File: config.mk
export PLATFORM = sky130hd
export DESIGN_NAME = pgm_sched_flat
export DESIGN_NICKNAME = d
export VERILOG_FILES = /design/src/rtl/pgm_sched_if.sv /design/src/rtl/pgm_sched.sv /design/src/flat_wrapper.sv
export SDC_FILE = /design/constraint.sdc
export NUM_CORES = 1
export LEC_CHECK = 0
export CAP_MARGIN = 20
export CORE_ASPECT_RATIO = 0.6
export CORE_MARGIN = 4
export CORE_UTILIZATION = 48
export DETAILED_ROUTE_END_ITERATION = 8
export GPL_TIMING_DRIVEN = 0
export PLACE_DENSITY = 0.89
export SYNTH_ARGS = -nofsm -noshare
export SYNTH_HDL_FRONTEND = slang
export SYNTH_SLANG_ARGS = --single-unit
File: constraint.sdc
create_clock -name clk -period 4.7 [get_ports clk]
set_input_delay 1.41 -clock clk [delete_from_list [all_inputs] [get_ports clk]]
set_output_delay 1.41 -clock clk [all_outputs]
set_load 0.02 [all_outputs]
File: src/rtl/pgm_sched_if.sv
// PGM replay datapath bundle: RAM read port toward the packet RAM plus the packet output stream.
interface pgm_sched_if #(
  parameter int ADDR_W = 7
);
  logic              ram_rd_en;
  logic [ADDR_W-1:0] ram_rd_addr;
  logic [143:0]      ram_rdata;
  logic              in_alf;
  logic [133:0]      out_data;
  logic              out_data_wr;
  logic              out_valid;
  logic              out_valid_wr;

  modport master (
    output ram_rd_en, ram_rd_addr, out_data, out_data_wr, out_valid, out_valid_wr,
    input  ram_rdata, in_alf
  );

  modport slave (
    input  ram_rd_en, ram_rd_addr, out_data, out_data_wr, out_valid, out_valid_wr,
    output ram_rdata, in_alf
  );
endinterface

File: src/rtl/pgm_sched.sv
// Replays the stored template packet cfg_pkt_num times (0 = until stop) with cfg_gap idle
// cycles between copies; 1-cycle read-to-output latency, reads paused while in_alf is high.
module pgm_sched #(
  parameter int ADDR_W = 7,
  parameter int CNT_W  = 32,
  parameter int GAP_W  = 16
) (
  input  logic              clk,
  input  logic              rst_n,
  input  logic              start,
  input  logic              stop,
  input  logic [ADDR_W-1:0] cfg_last_addr,
  input  logic [CNT_W-1:0]  cfg_pkt_num,
  input  logic [GAP_W-1:0]  cfg_gap,
  output logic              busy,
  output logic [CNT_W-1:0]  sent_cnt,
  pgm_sched_if.master       bus
);

  typedef enum logic [1:0] {
    IDLE = 2'd0,
    READ = 2'd1,
    GAP  = 2'd2
  } state_t;

  state_t            state;
  state_t            state_nxt;
  logic              start_d;
  logic              stop_pend;
  logic [ADDR_W-1:0] addr;
  logic [ADDR_W-1:0] last_q;
  logic [CNT_W-1:0]  num_q;
  logic [GAP_W-1:0]  gap_q;
  logic [GAP_W-1:0]  gap_cnt;
  logic [CNT_W-1:0]  rd_cnt;
  logic              rd_en_d1;
  logic              last_d1;

  logic launch;
  logic rd_fire;
  logic rd_last;
  logic run_end;
  logic gap_end;
  logic unused_rdata;

  assign unused_rdata = ^bus.ram_rdata[143:134];

  always_comb begin
    state_nxt = state;
    // a launch is refused while the previous run's final beat is still draining
    launch    = start & ~start_d & (state == IDLE) & ~rd_en_d1;
    rd_fire   = (state == READ) & ~bus.in_alf;
    rd_last   = rd_fire & (addr == last_q);
    // rd_cnt counts copies whose last read was issued; sent_cnt lags it by the pipeline
    run_end   = stop | stop_pend | ((num_q != '0) && (rd_cnt + 1'b1 == num_q));
    gap_end   = (gap_cnt == gap_q - 1'b1);
    case (state)
      IDLE: begin
        if (launch) state_nxt = READ;
      end
      READ: begin
        if (rd_last) begin
          if (run_end)          state_nxt = IDLE;
          else if (gap_q == '0) state_nxt = READ;
          else                  state_nxt = GAP;
        end
      end
      GAP: begin
        if (stop | stop_pend) state_nxt = IDLE;
        else if (gap_end)     state_nxt = READ;
      end
      default: state_nxt = IDLE;
    endcase
  end

  always_ff @(posedge clk or negedge rst_n) begin
    if (!rst_n) begin
      state     <= IDLE;
      start_d   <= 1'b0;
      stop_pend <= 1'b0;
      addr      <= '0;
      last_q    <= '0;
      num_q     <= '0;
      gap_q     <= '0;
      gap_cnt   <= '0;
      rd_cnt    <= '0;
      rd_en_d1  <= 1'b0;
      last_d1   <= 1'b0;
      sent_cnt  <= '0;
    end else begin
      state    <= state_nxt;
      start_d  <= start;
      rd_en_d1 <= rd_fire;
      last_d1  <= rd_last;

      if (launch) begin
        last_q    <= cfg_last_addr;
        num_q     <= cfg_pkt_num;
        gap_q     <= cfg_gap;
        stop_pend <= stop;
        addr      <= '0;
        rd_cnt    <= '0;
        sent_cnt  <= '0;
      end else begin
        // stop is remembered so a short pulse still ends the run at a copy boundary
        stop_pend <= (state != IDLE) & (stop_pend | stop);
        if (rd_fire) addr <= rd_last ? '0 : addr + 1'b1;
        if (rd_last) rd_cnt <= rd_cnt + 1'b1;
        if (rd_en_d1 && last_d1) sent_cnt <= sent_cnt + 1'b1;
      end

      if (state == GAP && !gap_end && !(stop | stop_pend)) gap_cnt <= gap_cnt + 1'b1;
      else                                                   gap_cnt <= '0;
    end
  end

  assign bus.ram_rd_en    = rd_fire;
  assign bus.ram_rd_addr  = rd_fire ? addr : '0;
  assign bus.out_data_wr  = rd_en_d1;
  assign bus.out_data     = rd_en_d1 ? bus.ram_rdata[133:0] : '0;
  assign bus.out_valid_wr = rd_en_d1 & last_d1;
  assign bus.out_valid    = rd_en_d1 & last_d1;
  assign busy             = (state != IDLE) | rd_en_d1;

endmodule

File: src/flat_wrapper.sv
// flat-port wrapper written by rule: the top's interface ports become plain ports
module pgm_sched_flat 
#(
  parameter int ADDR_W = 7,
  parameter int CNT_W  = 32,
  parameter int GAP_W  = 16
)
  (clk, rst_n, start, stop, cfg_last_addr, cfg_pkt_num, cfg_gap, busy, sent_cnt, bus_ram_rd_en, bus_ram_rd_addr, bus_out_data, bus_out_data_wr, bus_out_valid, bus_out_valid_wr, bus_ram_rdata, bus_in_alf);
  pgm_sched_if #(.ADDR_W(ADDR_W)) bus_i ();
  input  logic clk;
  input  logic rst_n;
  input  logic start;
  input  logic stop;
  input  logic [ADDR_W-1:0] cfg_last_addr;
  input  logic [CNT_W-1:0] cfg_pkt_num;
  input  logic [GAP_W-1:0] cfg_gap;
  output logic busy;
  output logic [CNT_W-1:0] sent_cnt;
  output wire logic [$bits(bus_i.ram_rd_en)-1:0] bus_ram_rd_en;
  output wire logic [$bits(bus_i.ram_rd_addr)-1:0] bus_ram_rd_addr;
  output wire logic [$bits(bus_i.out_data)-1:0] bus_out_data;
  output wire logic [$bits(bus_i.out_data_wr)-1:0] bus_out_data_wr;
  output wire logic [$bits(bus_i.out_valid)-1:0] bus_out_valid;
  output wire logic [$bits(bus_i.out_valid_wr)-1:0] bus_out_valid_wr;
  input wire logic [$bits(bus_i.ram_rdata)-1:0] bus_ram_rdata;
  input wire logic [$bits(bus_i.in_alf)-1:0] bus_in_alf;
  assign bus_ram_rd_en = bus_i.ram_rd_en;
  assign bus_ram_rd_addr = bus_i.ram_rd_addr;
  assign bus_out_data = bus_i.out_data;
  assign bus_out_data_wr = bus_i.out_data_wr;
  assign bus_out_valid = bus_i.out_valid;
  assign bus_out_valid_wr = bus_i.out_valid_wr;
  assign bus_i.ram_rdata = bus_ram_rdata;
  assign bus_i.in_alf = bus_in_alf;
  pgm_sched #(.ADDR_W(ADDR_W), .CNT_W(CNT_W), .GAP_W(GAP_W)) u_core (.clk(clk), .rst_n(rst_n), .start(start), .stop(stop), .cfg_last_addr(cfg_last_addr), .cfg_pkt_num(cfg_pkt_num), .cfg_gap(cfg_gap), .busy(busy), .sent_cnt(sent_cnt), .bus(bus_i));
endmodule
======== Word-level counts from Yosys, hierarchy flattened ========
Index checks and enable logic that the tools add are counted.
operators by class
  bitwise gates (word level) .............. 13
  reduce and logical (&&, ||, !) cells .... 14
  equal/unequal tests ..................... 8
  add/subtract/negate cells ............... 5
  multiplexer cells ....................... 18
operator list
  cell                                                                      count
  134-bit two-way mux                                                       1
  32-bit two-way mux                                                        4
  32-bit by 1-bit adder with 32-bit output (second input constant)          2
  32-bit == test                                                            1
  32-bit nonzero test                                                       1
  7-bit two-way mux                                                         4
  16-bit by 1-bit adder with 16-bit output (second input constant)          1
  16-bit == test                                                            1
  16-bit logical NOT                                                        1
  16-bit two-way mux                                                        1
  16-bit by 1-bit subtractor with 16-bit output (second input constant)     1
  2-bit two-way mux                                                         6
  2-bit nonzero test                                                        4
  7-bit by 1-bit adder with 7-bit output (second input constant)            1
  1-bit bitwise AND                                                         7
  7-bit == test                                                             1
  2-bit case mux with 3 select lines                                        1
  1-bit logical AND                                                         4
  2-bit by 1-bit inequality test with 1-bit output (second input constant)  2
  3-bit by 1-bit inequality test with 1-bit output (second input constant)  1
  1-bit NOT                                                                 3
  1-bit OR                                                                  3
  3-bit AND reduction                                                       1
  2-bit by 1-bit == test with 1-bit output (second input constant)          1
  other kinds (4)                                                           5
word-level totals
  bits of input ports ..................... 204
  flip-flop bits (word level) ............. 148
  word-level logic and storage cells ...... 70
  output and inout port bits .............. 178

======== Depth between registers and ports, before layout ========
  depth in word-level cells ............... 7
  depth in mapped cells ................... 11
  mapped depth without buffers ............ 10

======== Worst setup path after synthesis ========
Ideal clock, no wire load.
  path kind ............................... input to output
  from .................................... in bus_in_alf
  to ...................................... out bus_ram_rd_addr[0]
  required time ........................... 3.290 ns
  buffers on the path ..................... 2
  slack ................................... 0.637 ns
  arrival ................................. 2.653 ns
  cell stages on the path ................. 5
  path through ............................ or3b_1 -> clkbuf_1 -> inv_1 -> clkbuf_1 -> and2_1
on the way
  longest elaborated chain between the ends .. 3
RTL lines
  element            RTL line            text
  from (decl)        flat_wrapper.sv:26  input wire logic [$bits(bus_i.in_alf)-1:0] bus_in_alf;
  1-bit NOT          pgm_sched.sv:52     rd_fire = (state == READ) & ~bus.in_alf;
  1-bit bitwise AND  pgm_sched.sv:52
  via bus_ram_rd_en  flat_wrapper.sv:19  output wire logic [$bits(bus_i.ram_rd_en)-1:0] bus_ram_rd_en;
  7-bit two-way mux  pgm_sched.sv:118    assign bus.ram_rd_addr = rd_fire ? addr : '0;
  to (decl)          flat_wrapper.sv:20  output wire logic [$bits(bus_i.ram_rd_addr)-1:0] bus_ram_rd_addr;
The timed path passes the listed nets, and every way through them passes these cells.

======== Worst setup path in the final report ========
  from .................................... in bus_in_alf
  to ...................................... out bus_ram_rd_addr[6]
on the way
  longest elaborated chain between the ends .. 3
RTL lines
  element            RTL line
  1-bit NOT          pgm_sched.sv:52
  1-bit bitwise AND  pgm_sched.sv:52
  7-bit two-way mux  pgm_sched.sv:118
Every way passes these cells.

==> out/metrics.cfg <==
[worst_setup_path]
critPathArrivalTime_ns=3.23
max_stage_delay_ns=0.39
crit_chain=clkdlybuf4s50_1, or3b_1, clkbuf_1, inv_1, clkbuf_4, and2_1, dlygate4sd2_1
start_kind=input port
slowest_stage=clkdlybuf4s50_1
ff2ff_setup_slack_ns=1.07
r2r-start=u_core.gap_q[0]
required_ns=3.29
reg2reg_depth=11
worst_r2r_endpoint=u_core.gap_cnt[12]
path_buf_inv=5
crit_family=buffers and inverters
end_kind=primary output
critPathKind=in -> out
crit_path_max_fanout=11

[global_routing]
antenna_found_initial=3
track_usage_pct=38.8
grt_pass1_vias=10100
gr-total-overflow=0
grt_pass1_wl_um=64000
grt_max_degree=81

[drt]
via_per_inst=5.80
drt_iter0_markers=1582
first_pass_iters=6
drcViolationCount=0
vias=10700
wl_per_cell_um=23.8
postRouteAntennaNets=0
wl_um=44100

[floorplan]
rows=39
start_util_pct=49.3
dieArea_mm2=0.0221
fp.dieH_um=117
chipWidth_um=189
core_area_mm2=0.0192
ioPinCount=382

[clocking]
cts_sinks=148
cts_tree=yes
path_clk_slew_ns=0.06
hold_buffers=0
htree_levels=4
root_buffer=clkbuf_16
cts_buffers=17
clkLatencyLatePin_ns=0.43
clockBufferDepth=2

[logic_synthesis]
ys_warn_count=0
synth.avg_cell_area_um2=8.03
synth_edf_count=0
synth.yosys.seq_area_share_pct=39.1
syn_area_mm2=0.00948
async_reset_ff_share_pct=100
synth_largest_area_cell=dfrtp_1
synth_area_leaders=dfrtp_1, nand2_1, and2_1, xnor2_1, xor2_1
ys_seq_elements=148
synth_flop_cell=dfrtp_1
syn_nets=1390
synth_top_area_share_pct=39.1
ys_types=67
syn_inst=1181

[sta]
hold_viol=0
slew_headroom_pct=39.9
setup_slack_ns=0.0632
fin_skew_ns=0.00933
max_freq_mhz=216
tns_ns=0
rsz0062_at_grt=false
period_share_pct=98.7
worst_pin_slew_ns=0.894
min_period_ns=4.64
drv_slew=0
finalSetupViolCount=0

[placed_design]
dp_hpwl_um=35500
io_buffers=371
dp_slack_ns=-0.443
place_inst=1819
place_congestion=1.14

[pwr]
p_per_area_mw_per_mm2=444
leakage_nw=5.86
ir_drop_mv=0.371

[final_layout]
layout-drive-gt1-share_pct=3.98
layoutNonFillerInstCount=1851
nets=1781
final.fill_count=1442
area_delta_synth_final_pct=49.7

[outcome]
outcome=finished, final reports clean

[hold_path]
hold_class=reg -> reg
holdPathEnd=u_core.last_q[1]
hold_path_depth=2
hold_path_startpoint=u_core.last_q[1]

[flow_run]
drv_cap=0

-- worst register-to-register path, cell delays in order, from the launching register on --
cell and delay, ns:
dfrtp_1 0.36, clkbuf_1 0.17, inv_1 0.10, ha_1 0.27
or4b_1 0.48, nor4_1 0.54, xnor2_1 0.17, nor4bb_1 0.45
nand4_1 0.22, o211ai_2 0.43, buf_4 0.26, nor2_1 0.07
-- power by group --
part	switching [mW]	total (mW)	internal [mW]	leakage (nW)
clock network	0.555	1.50	0.943	0.310
registers	0.479	2.07	1.59	1.96
logic	1.52	2.74	1.21	3.59
-- layout make-up --
cell class                      count  area [um2]  area share [%]
Timing Repair Buffer              373        3740            26.4
Buffer                             63         267            1.88
Clock buffer                       23         488            3.44
Inverter                           16        60.1           0.423
Antenna cell                        1        2.50          0.0176
Clock inverter                      8         146            1.03
Tap cell                          266         333            2.35
Sequential cell                   148        3700            26.1
Multi-Input combinational cell    953        5450            38.4
-- through the flow --
step	hold slack [ns]	utilization (%)	total power, mW	instance area, um2
2_1_floorplan	0.466	-	3.43	9480
5_1_grt	0.524	73.8	6.56	14200
6_report	0.498	73.8	6.30	14200
3_3_place_gp	0.482	70.4	4.62	13500
3_5_place_dp	0.483	70.5	4.70	13600
4_1_cts	0.497	73.8	6.21	14200
-- cells in the final DEF, fill, tap and decap left out, types with 6 or more instances in the layout --
cell | synthesis | final
clkdlybuf4s50_1 | 0 | 362
xor2_1 | 51 | 51
nor3_1 | 23 | 23
clkbuf_1 | 49 | 49
clkbuf_16 | 0 | 17
o21ai_0 | 47 | 47
nand4_1 | 17 | 17
and3_1 | 16 | 16
buf_2 | 11 | 11
nor2_1 | 94 | 94
or4_1 | 7 | 7
o41ai_1 | 6 | 6
nor4_1 | 21 | 21
o31ai_1 | 12 | 12
and2_1 | 142 | 142
inv_1 | 15 | 15
a31oi_1 | 10 | 10
nand2_1 | 248 | 248
o21ai_1 | 18 | 18
xnor2_1 | 56 | 56
dfrtp_1 | 148 | 148
or3_1 | 19 | 19
a21oi_1 | 25 | 25
nand3_1 | 53 | 53
nor2b_1 | 6 | 6
-- state kept, by name, indices dropped and copies added, names as in the netlist --
name and flops:
u_core.addr 7, u_core.bus.out_data_wr 1, u_core.gap_cnt 16, u_core.gap_q 16
u_core.last_d1 1, u_core.last_q 7, u_core.num_q 32, u_core.rd_cnt 32
u_core.sent_cnt 32, u_core.start_d 1, u_core.state 2, u_core.stop_pend 1
-- what timing repair did --
item | CTS | global route
resized for setup | 9 | 5
pin swaps | 0 | 0
setup buffers | 0 | 0
endpoints found under the setup margin | 7 | 7
-- worst max path at each step --
stage               startpoint                  end  cells after the start
finish              bus_in_alf   bus_ram_rd_addr[6]                      7
detailed placement  bus_in_alf   bus_ram_rd_addr[2]                      7
global placement         rst_n  u_core.sent_cnt[18]                      1
floorplan           bus_in_alf   bus_ram_rd_addr[0]                      5
global route        bus_in_alf   bus_ram_rd_addr[6]                      7
CTS                 bus_in_alf   bus_ram_rd_addr[3]                      6
-- per-layer routing --
layer / wire (um) / share of wire, % / GRT usage (%) / vias to the layer above
met5: 0 / 0 / 0 / -
met4: 1180 / 2.7 / 11.0 / 0
met3: 7440 / 17 / 20.5 / 107
met2: 18200 / 41 / 56.3 / 737
met1: 17300 / 39 / 50.8 / 5097
li1: - / - / - / 4801
-- logic make-up after synthesis --
logic type	after synthesis	share of synthesized area (%)
flops	148	39.1
mux	5	0.528
buf+inv	80	3.44
simple gates	680	36.0
fa+ha+maj	5	0.660
compound gates	156	10.4
xor+xnor	107	9.89
-- synthesized netlist by cell type, drive strengths merged (6+ instances only) --
| library cell | n |
|---|---|
| or3 | 19 |
| xor2 | 51 |
| nor3 | 24 |
| xnor2 | 56 |
| o21ai | 65 |
| or4 | 9 |
| buf | 14 |
| clkbuf | 50 |
| o41ai | 6 |
| nand3 | 53 |
| nand2 | 248 |
| and2 | 142 |
| nor2b | 6 |
| nor4 | 25 |
| nor2 | 94 |
| dfrtp | 148 |
| a31oi | 10 |
| o31ai | 13 |
| nand4 | 18 |
| a21oi | 25 |
| inv | 15 |
| and3 | 16 |
Note: power is estimated with default switching activity, not from simulation.
